$ cat src/rtl/neuron_accumulator_if.sv
// Stream interface for the neuron accumulator. It carries the start/config
// inputs, the activation/weight beats, and the result strobe.
interface neuron_accumulator_if #(
    parameter int DATA_WIDTH  = 16,
    parameter int ACC_WIDTH   = 32,
    parameter int COUNT_WIDTH = 11
);
    logic                   start_in;
    logic [COUNT_WIDTH-1:0] num_inputs_in;
    logic [DATA_WIDTH-1:0]  bias_in;
    logic                   data_valid_in;
    logic [DATA_WIDTH-1:0]  activation_in;
    logic [DATA_WIDTH-1:0]  weight_in;
    logic                   data_ready_out;
    logic                   busy_out;
    logic                   acc_valid_out;
    logic [ACC_WIDTH-1:0]   acc_data_out;

    modport master (
        output start_in, num_inputs_in, bias_in, data_valid_in, activation_in, weight_in,
        input  data_ready_out, busy_out, acc_valid_out, acc_data_out
    );

    modport slave (
        input  start_in, num_inputs_in, bias_in, data_valid_in, activation_in, weight_in,
        output data_ready_out, busy_out, acc_valid_out, acc_data_out
    );
endinterface

$ cat src/rtl/neuron_accumulator.sv
// Streaming signed MAC for one neuron: bias plus N activation*weight products.
// A registered product stage feeds a wrapping ACC_WIDTH accumulator.
module neuron_accumulator #(
    parameter int DATA_WIDTH  = 16,
    parameter int ACC_WIDTH   = 32,
    parameter int MAX_INPUTS  = 1024,
    parameter int COUNT_WIDTH = $clog2(MAX_INPUTS + 1)
) (
    input logic                 clk_in,
    input logic                 rst_in,
    neuron_accumulator_if.slave bus
);
    localparam int PROD_WIDTH = 2 * DATA_WIDTH;

    typedef enum logic [1:0] {IDLE, ACCUM, DRAIN, DONE} state_t;

    state_t                        state_q, state_d;
    logic [COUNT_WIDTH-1:0]        count_q;
    logic signed [PROD_WIDTH-1:0]  prod_q;
    logic                          prod_valid_q;
    logic signed [ACC_WIDTH-1:0]   acc_q;
    logic signed [ACC_WIDTH-1:0]   acc_sum;
    logic signed [ACC_WIDTH-1:0]   result_q;
    logic signed [DATA_WIDTH-1:0]  act_s, wt_s, bias_s;
    logic                          start_ok, accept, last_beat;

    assign act_s     = bus.activation_in;
    assign wt_s      = bus.weight_in;
    assign bias_s    = bus.bias_in;
    assign start_ok  = (state_q == IDLE) && bus.start_in;
    assign accept    = (state_q == ACCUM) && bus.data_valid_in;
    assign last_beat = accept && (count_q == COUNT_WIDTH'(1));
    // Bubbles leave prod_valid_q low, so they add nothing to the sum.
    assign acc_sum   = prod_valid_q ? acc_q + ACC_WIDTH'(prod_q) : acc_q;

    // NOTE: sequential state uses non-blocking (<=) so every register samples pre-edge values.
    always_ff @(posedge clk_in) begin
        if (rst_in) state_q <= IDLE;
        else        state_q <= state_d;
    end

    // NOTE: every always_comb output gets a default first; a missed branch would otherwise infer a latch.
    always_comb begin
        state_d            = state_q;
        bus.data_ready_out = 1'b0;
        bus.busy_out       = 1'b1;
        bus.acc_valid_out  = 1'b0;
        case (state_q)
            IDLE: begin
                bus.busy_out = 1'b0;
                if (bus.start_in)
                    state_d = (bus.num_inputs_in == '0) ? DRAIN : ACCUM;
            end
            ACCUM: begin
                bus.data_ready_out = 1'b1;
                if (last_beat) state_d = DRAIN;
            end
            DRAIN: state_d = DONE;
            DONE: begin
                bus.acc_valid_out = 1'b1;
                state_d           = IDLE;
            end
            default: state_d = IDLE;
        endcase
    end

    always_ff @(posedge clk_in) begin
        if (rst_in) begin
            count_q      <= '0;
            prod_q       <= '0;
            prod_valid_q <= 1'b0;
            acc_q        <= '0;
            result_q     <= '0;
        end else begin
            prod_valid_q <= accept;
            if (accept) begin
                prod_q  <= PROD_WIDTH'(act_s) * PROD_WIDTH'(wt_s);
                count_q <= count_q - COUNT_WIDTH'(1);
            end
            if (start_ok) begin
                acc_q   <= ACC_WIDTH'(bias_s);
                count_q <= bus.num_inputs_in;
            end else begin
                acc_q <= acc_sum;
            end
            // The final product is still in flight during DRAIN; fold it in as the result is captured.
            if (state_q == DRAIN) result_q <= acc_sum;
        end
    end

    assign bus.acc_data_out = result_q;

endmodule

$ cat src/flat_wrapper.sv
// flat-port wrapper written by rule: the top's interface ports become plain ports
module neuron_accumulator_flat 
#(
    parameter int DATA_WIDTH  = 16,
    parameter int ACC_WIDTH   = 32,
    parameter int MAX_INPUTS  = 1024,
    parameter int COUNT_WIDTH = $clog2(MAX_INPUTS + 1)
)
  (clk_in, rst_in, bus_start_in, bus_num_inputs_in, bus_bias_in, bus_data_valid_in, bus_activation_in, bus_weight_in, bus_data_ready_out, bus_busy_out, bus_acc_valid_out, bus_acc_data_out);
  neuron_accumulator_if #(.DATA_WIDTH(DATA_WIDTH), .ACC_WIDTH(ACC_WIDTH), .COUNT_WIDTH(COUNT_WIDTH)) bus_i ();
  input logic clk_in;
  input logic rst_in;
  input wire logic [$bits(bus_i.start_in)-1:0] bus_start_in;
  input wire logic [$bits(bus_i.num_inputs_in)-1:0] bus_num_inputs_in;
  input wire logic [$bits(bus_i.bias_in)-1:0] bus_bias_in;
  input wire logic [$bits(bus_i.data_valid_in)-1:0] bus_data_valid_in;
  input wire logic [$bits(bus_i.activation_in)-1:0] bus_activation_in;
  input wire logic [$bits(bus_i.weight_in)-1:0] bus_weight_in;
  output wire logic [$bits(bus_i.data_ready_out)-1:0] bus_data_ready_out;
  output wire logic [$bits(bus_i.busy_out)-1:0] bus_busy_out;
  output wire logic [$bits(bus_i.acc_valid_out)-1:0] bus_acc_valid_out;
  output wire logic [$bits(bus_i.acc_data_out)-1:0] bus_acc_data_out;
  assign bus_i.start_in = bus_start_in;
  assign bus_i.num_inputs_in = bus_num_inputs_in;
  assign bus_i.bias_in = bus_bias_in;
  assign bus_i.data_valid_in = bus_data_valid_in;
  assign bus_i.activation_in = bus_activation_in;
  assign bus_i.weight_in = bus_weight_in;
  assign bus_data_ready_out = bus_i.data_ready_out;
  assign bus_busy_out = bus_i.busy_out;
  assign bus_acc_valid_out = bus_i.acc_valid_out;
  assign bus_acc_data_out = bus_i.acc_data_out;
  neuron_accumulator #(.DATA_WIDTH(DATA_WIDTH), .ACC_WIDTH(ACC_WIDTH), .MAX_INPUTS(MAX_INPUTS), .COUNT_WIDTH(COUNT_WIDTH)) u_core (.clk_in(clk_in), .rst_in(rst_in), .bus(bus_i));
endmodule
$ cat config.mk
export PLATFORM = sky130hd
export DESIGN_NAME = neuron_accumulator_flat
export DESIGN_NICKNAME = d
export VERILOG_FILES = /design/src/rtl/neuron_accumulator_if.sv /design/src/rtl/neuron_accumulator.sv /design/src/flat_wrapper.sv
export SDC_FILE = /design/constraint.sdc
export NUM_CORES = 1
export LEC_CHECK = 0
export CAP_MARGIN = 5
export CORE_MARGIN = 4
export CORE_UTILIZATION = 30
export CTS_CLUSTER_DIAMETER = 200
export DETAILED_ROUTE_END_ITERATION = 10
export HOLD_SLACK_MARGIN = 0.02
export PLACE_DENSITY_LB_ADDON = 0.12
export SKIP_CTS_REPAIR_TIMING = 1
export SLEW_MARGIN = 40
export SYNTH_ARGS = -nofsm -noshare
export SYNTH_HDL_FRONTEND = slang
export SYNTH_SLANG_ARGS = --single-unit
$ cat constraint.sdc
create_clock -name clk_in -period 8 [get_ports clk_in]
set_input_delay 1.2 -clock clk_in [delete_from_list [all_inputs] [get_ports clk_in]]
set_output_delay 1.2 -clock clk_in [all_outputs]
set_load 0.05 [all_outputs]
Word level (Yosys, flattened, before mapping)
Cells that the tools add are included.
{"block": "word_totals", "register_bits": 110, "in_bits": 63, "out_inout_bits": 35, "word_cells": 33}
{"block": "op_classes", "add_sub_neg": 2, "multipliers": 1, "n_eq_ne": 6, "muxes": 11, "n_reduce_logical": 7}
{"cell": "32-bit two-way mux", "n": 2}
{"cell": "32-bit adder", "n": 1}
{"cell": "16-bit by 16-bit multiplier with 32-bit output", "n": 1}
{"cell": "11-bit two-way mux", "n": 2}
{"cell": "11-bit by 1-bit == test with 1-bit output, second input constant", "n": 1}
{"cell": "11-bit logical NOT", "n": 1}
{"cell": "11-bit by 1-bit subtractor with 11-bit output, second input constant", "n": 1}
{"cell": "2-bit one-hot mux with 4 select lines", "n": 1}
{"cell": "2-bit two-way mux", "n": 3}
{"cell": "2-bit == test, second input constant", "n": 2}
{"cell": "1-bit logical AND", "n": 3}
{"cell": "1-bit two-way mux", "n": 3}
{"cell": "2-bit by 1-bit == test with 1-bit output, second input constant", "n": 1}
{"cell": "2-bit logical NOT", "n": 1}
{"cell": "2-bit by 1-bit != test with 1-bit output, second input constant", "n": 1}
{"cell": "2-bit != test, second input constant", "n": 1}
{"cell": "2-bit AND reduction", "n": 1}
{"cell": "2-bit nonzero test", "n": 1}

Longest topological paths before layout
Gate-level depths: netlist (run 1).
{"block": "depth", "word_depth": 5, "ltp_mapped": 24, "ltp_nobuf": 23}

Least setup slack after synthesis (run 1)
No wires, ideal clock.
{"block": "synth_path", "path_type": "input to register", "start": "input port bus_weight_in[1]", "end": "register u_core.prod_q[31]", "setup_ns": 0.074, "t_arrival_ns": 6.857, "path_slack_ns": 1.069, "cell_stages": 21, "path_buffers": 1, "path_cell_list": "clkbuf_1 nand2_1 inv_1 fa_1 fa_1 fa_1 fa_1 fa_1 inv_1 fa_1 inv_1 ha_1 and4_1 and3_1 a21oi_1 o211ai_1 a21o_1 a311oi_1 o21ai_0 or4_1 a31oi_1"}
{"block": "synth_between", "elab_chain_len": 1}
{"element": "from (decl)", "line_no": "flat_wrapper.sv:18", "source": "input wire logic [$bits(bus_i.weight_in)-1:0] bus_weight_in;"}
{"element": "16-bit by 16-bit multiplier with 32-bit output", "line_no": "neuron_accumulator.sv:77", "source": "prod_q <= PROD_WIDTH'(act_s) * PROD_WIDTH'(wt_s);"}
{"element": "to (signal assigned)", "line_no": "neuron_accumulator.sv:77"}
{"element": "to (decl)", "line_no": "neuron_accumulator.sv:19", "source": "logic signed [PROD_WIDTH-1:0] prod_q;"}
No other way between the ends.
A chain may end at the register's enable or synchronous reset.

Final worst setup path (run 1)
{"block": "layout_path", "start": "input port bus_weight_in[2]", "end": "register u_core.prod_q[31]"}
Same word-level chain as after synthesis.

==> results.cfg, run 1 <==
[run_status]
outcome = complete, no violations

[timing]
final_hold_viol_count = 0
fin_skew_ns = 0.00997
finalCriticalPeriod_ns = 7.43
tightest_slew_ns = 0.769
slew_viol_final = 0
fin_tns_setup_ns = 0
max_freq_ghz = 0.135
relSlewSlack_pct = 48.7
setup_viol = 0
period_share_pct = 92.8
rsz0062_at_grt = false

[die]
ios = 98
core_mm2 = 0.0516
die_area_mm2 = 0.0562
core.rowCount = 83
die_w_um = 237
die_y_um = 237
initial_core_util_pct = 30.5

[job]
cap_viol_max_count = 0

[grt]
overflow = 0
grt_pass1_wl_um = 68500
grt.total_usage_pct = 14.9
grt_pass1_vias = 12600
antenna_found_initial = 0
grt_max_degree = 67

[worst_hold_path]
hold_path_class = reg2reg

[logic_synthesis]
yosys-top-cells-area = fa_1 (33%), dfxtp_1 (14%), ha_1 (9.5%), inv_1 (7.0%), and2_1 (5.2%)
synth_edf_count = 0
synth_top_area_cell = fa_1
ys_seq_area_share_pct = 14.0
synth.most_common_cell = inv_1
ys_ff_latch = 110
synthArstFlopShare_pct = 0
yosys_most_used_dff = dfxtp_1
syn_nets = 2244
yosysWarnings = 0
synth_top_area_share_pct = 33.4
synth.distinct_cells = 60
netlist_instances = 1798
avgSynthCellArea_um2 = 8.76
synthTopCellsByCount = inv_1 (295), fa_1 (263), nand2_1 (207)
synth_area_mm2 = 0.0158

[detailed_routing]
vias = 12200
initialDrtViolationCount = 478
drt_first_pass_iters = 5
viasPerCell = 4.77
route.detailed.drc = 0
ant_nets = 0
wl_um = 41600
detail_route.wl_per_cell_um = 16.3

[final_layout]
final_core_util_pct = 34.8
drive_gt1_share_pct = 4.26
instances_no_fill = 2558
area_growth_pct = 13.9
nFillCells = 5369
nNetsFinal = 2320
antenna_cells = 0

[cts]
numCtsBuffers = 9
clock-sinks = 110
cts_tree = yes
cts_max_level = 3
clock_latency_ns = 0.36
clock_path_buffers = 2
cts_root_buf = clkbuf_16
clk_pin_slew_ns = 0.07

[worst_setup_path]
crit_fanout = 10
arrival_ns = 7.71
crit_required_ns = 8.28
path_common_cell = fa_1
slowest_stage = fa_1
end_kind = flip-flop
startpoint_type = input port
slowest_delay_ns = 0.72
critPathBufInv = 4
crit_family = adder cells
crit_path_cell_trace = clkdlybuf4s50_1 > nand2_1 > inv_1 > fa_1 > fa_1 > fa_1 > fa_1 > fa_1 > inv_1 > fa_1 > inv_1 > ha_1 > and4_1 > and3_1 > a21oi_1 > o211ai_1 > a21o_1 > a311oi_1 > o21ai_0 > or4_1 > a31oi_1
crit_type = in2reg

[placed_design]
placedCellCount = 2543
port_buffers = 97
hpwl_um = 34600
gp_congestion = 0.832
path summary, 6_finish.rpt:
check / cells past startpoint / slack [ns] / from / endpoint
min: 2 / 0.46 / u_core.prod_q[8]$_SDFFE_PP0P_ / u_core.prod_q[8]$_SDFFE_PP0P_
min reg2reg: 2 / 0.46 / u_core.prod_q[8]$_SDFFE_PP0P_ / u_core.prod_q[8]$_SDFFE_PP0P_
max: 21 / 0.57 / bus_weight_in[2] / u_core.prod_q[31]$_SDFFE_PP0P_
max reg2reg: 12 / 4.62 / u_core.prod_q[0]$_SDFFE_PP0P_ / u_core.acc_q[24]$_SDFF_PP0_
sequential cells by signal, indices dropped and copies added (netlist names):
register                 flops
u_core.acc_q                32
u_core.bus.acc_data_out     32
u_core.prod_q               32
u_core.count_q              11
u_core.state_q               2
u_core.prod_valid_q          1
worst register-to-register path: stages (launching register included):
cell and delay, ns:
dfxtp_1 0.37, ha_1 0.24, inv_1 0.07, fa_1 0.40
nand2b_1 0.18, a211oi_1 0.39, o21a_1 0.25, or3_1 0.19
o311ai_1 0.12, and2_1 0.21, o22ai_1 0.21, mux2_2 0.37
a311oi_1 0.27
kinds of logic after synthesis:
group | count (synthesis) | share of synthesized area, %
AOI/OAI and AO/OA | 297 | 12.5
xor gates and xnor gates | 62 | 3.45
adders and majority gates | 383 | 43.0
buffers and inverters | 377 | 8.98
DFF | 110 | 14.0
muxes | 25 | 1.60
and+or+nand+nor | 544 | 16.5
cells in the final DEF (no fill, tap or decap), types with 13 or more instances in the layout:
cell | Yosys | layout
inv_1 | 295 | 295
fa_1 | 263 | 263
nand2_1 | 207 | 206
and2_1 | 131 | 131
ha_1 | 120 | 119
dfxtp_1 | 110 | 109
nor2_1 | 107 | 107
clkdlybuf4s50_1 | 0 | 96
a21oi_1 | 88 | 88
a211oi_1 | 55 | 55
buf_4 | 0 | 50
xnor2_1 | 44 | 44
o21ai_0 | 42 | 42
a21o_1 | 27 | 27
mux2i_1 | 23 | 23
xor2_1 | 18 | 18
nor3_1 | 17 | 17
a31oi_1 | 15 | 15
nand3_1 | 14 | 14
nand2b_1 | 13 | 13
through the flow:
step	hold slack (ns)	worst slack [ns]	instance area (um2)
after CTS	0.462	0.572	17900
after global routing	0.487	0.225	17900
after floorplan	0.434	1.07	15800
after global placement	0.453	0.297	17600
final	0.459	0.575	17900
after detailed placement	0.453	0.205	17700
cell type report:
type	count	area (um2)	share of cell area (%)
timing repair buffer	147	1340	7.47
inverter	295	1110	6.17
tap	680	851	4.74
multi-input combinational	1311	12200	67.7
clock buffer	12	246	1.37
clock inverter	3	43.8	0.244
sequential	110	2200	12.3
layer usage:
metal / global-route usage [%] / part of all wire [%]
met2: 26.1 / 51
met4: 1.70 / 0.79
met3: 1.17 / 2.0
met5: 0 / 0
met1: 20.7 / 46
Power of run 1 is not shown: default switching activity piles up to over one toggle a cycle in this logic, so the estimate is an artifact.
==> inputs of run 2 (changes only) <==
ABC_AREA = 1   (was not set)
==> results.cfg, run 2 <==
[run_status]
outcome = complete, no violations

[job]
cap_viol_max_count = 0

[detailed_routing]
wl_um = 52400
route.detailed.drc = 0
viasPerCell = 4.52
detail_route.wl_per_cell_um = 15.9
drt_first_pass_iters = 7
initialDrtViolationCount = 659
vias = 14900
ant_nets = 0

[placed_design]
hpwl_um = 44700
dpl_cell_area_mm2 = 0.0193
gp_congestion = 0.870
port_buffers = 97
dpl_worst_slack_ns = 0.245

[grt]
grt_max_degree = 63
grt_pass1_vias = 15700
grt.total_usage_pct = 17.2
overflow = 0
antenna_found_initial = 0
grt_pass1_wl_um = 86000

[logic_synthesis]
syn_nets = 2925
synth_top_area_share_pct = 30.1
netlist_instances = 2479
yosys-top-cells-area = fa_1 (30%), nand2_1 (13%), inv_1 (13%), dfxtp_1 (13%), ha_1 (8.6%)
yosysWarnings = 0
yosys_most_used_dff = dfxtp_1
synthTopCellsByCount = nand2_1 (622), inv_1 (614), fa_1 (263)
ys_seq_area_share_pct = 12.6
synthArstFlopShare_pct = 0
synth_area_mm2 = 0.0175
avgSynthCellArea_um2 = 7.05
synth.most_common_cell = nand2_1
synth.distinct_cells = 48
ys_ff_latch = 110
synth_edf_count = 0
synth_top_area_cell = fa_1

[timing]
setup_viol = 0
slew_viol_final = 0
max_freq_ghz = 0.136
rsz0062_at_grt = false
tightest_slew_ns = 0.775
fin_skew_ns = 0.0111
final_hold_viol_count = 0
finalCriticalPeriod_ns = 7.37
relSlewSlack_pct = 48.0
fin_tns_setup_ns = 0
period_share_pct = 92.2
setup_slack_ns = 0.626

[cts]
cts_root_buf = clkbuf_16
clock_latency_ns = 0.37
clock_path_buffers = 2
clock-sinks = 110
numCtsBuffers = 9
cts_max_level = 3
clk_pin_slew_ns = 0.08
cts_tree = yes

[die]
die_area_mm2 = 0.0622
die_w_um = 249
core.rowCount = 88
ios = 98
initial_core_util_pct = 30.3
core_mm2 = 0.0577
die_y_um = 249

[final_layout]
final_common_cell = nand2_1
drive_gt1_share_pct = 4.42
fin_area_mm2 = 0.0196
area_growth_pct = 12.1
antenna_cells = 0
nNetsFinal = 2976
most-common-layout-cells = nand2_1 (621), inv_1 (614), fa_1 (263)

[worst_setup_path]
end_kind = flip-flop
slowest_delay_ns = 0.89
crit_required_ns = 8.27
slowest_stage = fa_1
crit_path_cell_trace = clkdlybuf4s50_1 > nand2_1 > inv_1 > fa_1 > fa_1 > fa_1 > fa_1 > fa_1 > inv_1 > fa_1 > inv_1 > ha_1 > nand2_1 > nor2_1 > inv_1 > nor3_1 > nand3_1 > nand4_1 > nand3_1 > o211ai_1 > inv_1
arrival_ns = 7.64
crit_type = in2reg
critPathBufInv = 6
crit_family = adder cells
path_common_cell = fa_1
startpoint_type = input port
crit_fanout = 16

[worst_hold_path]
hold_path_class = reg2reg
run 2: cell types whose count changed after synthesis, moves of 13 or more:
cell / before / now
nor2_1: 107 / 175
mux2i_1: 23 / 0
o21ai_0: 42 / 94
xnor2_1: 44 / 20
and2_1: 131 / 5
nand2_1: 207 / 622
nand3_1: 14 / 100
or2_2: 3 / 19
inv_1: 295 / 614
nand2b_1: 13 / 0
a211oi_1: 55 / 3
a21o_1: 27 / 11
clkbuf_1: 71 / 86
run 2: through the flow:
| step | hold WS [ns] | util, % | instances |
|---|---|---|---|
| floorplan | 0.454 | - | 2479 |
| global placement | 0.462 | 33.5 | 3284 |
| detailed placement | 0.478 | 33.5 | 3284 |
| CTS | 0.491 | 33.9 | 3300 |
| global route | 0.518 | 34.0 | 3300 |
| finish | 0.488 | 34.0 | 3300 |
run 2: layout make-up:
cell class	count	area (um2)
clock buffer	11	243
clock inverter	5	41.3
fill	6351	38100
inverter	618	2320
multi-input combinational	1656	12600
sequential	110	2200
tap	765	957
timing repair buffer	135	1250
run 2: kinds of logic (layout without fill, tap and decap cells):
group | Yosys count | after routing | synth area share [%]
xor+xnor | 40 | 40 | 2.00
compound gates | 238 | 238 | 7.63
flops | 110 | 110 | 12.6
simple gates | 995 | 995 | 23.6
fa+ha+maj | 383 | 383 | 38.7
buf+inv | 713 | 769 | 15.4
run 2: metal layers:
metal	wire length [um]	GRT usage, %	share of wire, %
met3	1610	1.48	3.1
met2	25500	30.6	49
met1	24600	23.0	47
met5	0	0	0
met4	744	3.32	1.4
run 2: final timing paths:
path,start,to,slack [ns],depth (start not counted)
worst max-delay path,bus_activation_in[15],u_core.prod_q[27]$_SDFFE_PP0P_,0.63,21
worst min-delay path,u_core.count_q[1]$_SDFFE_PP0P_,u_core.count_q[1]$_SDFFE_PP0P_,0.49,2
worst max register to register,u_core.state_q[0]$_SDFFE_PP0P_,u_core.count_q[4]$_SDFFE_PP0P_,4.91,10
worst min register to register,u_core.count_q[1]$_SDFFE_PP0P_,u_core.count_q[1]$_SDFFE_PP0P_,0.49,2
run 2: worst register-to-register path, stage by stage, from the launching register on:
cell      delay, ns
dfxtp_1        0.38
inv_1          0.10
ha_1           0.23
nand2_1        0.06
buf_4          0.44
clkinv_1       0.79
nor2_2         0.65
a22oi_1        0.14
o31ai_1        0.10
nand2_1        0.08
inv_1          0.06
Power of run 2 is left out for the same reason.
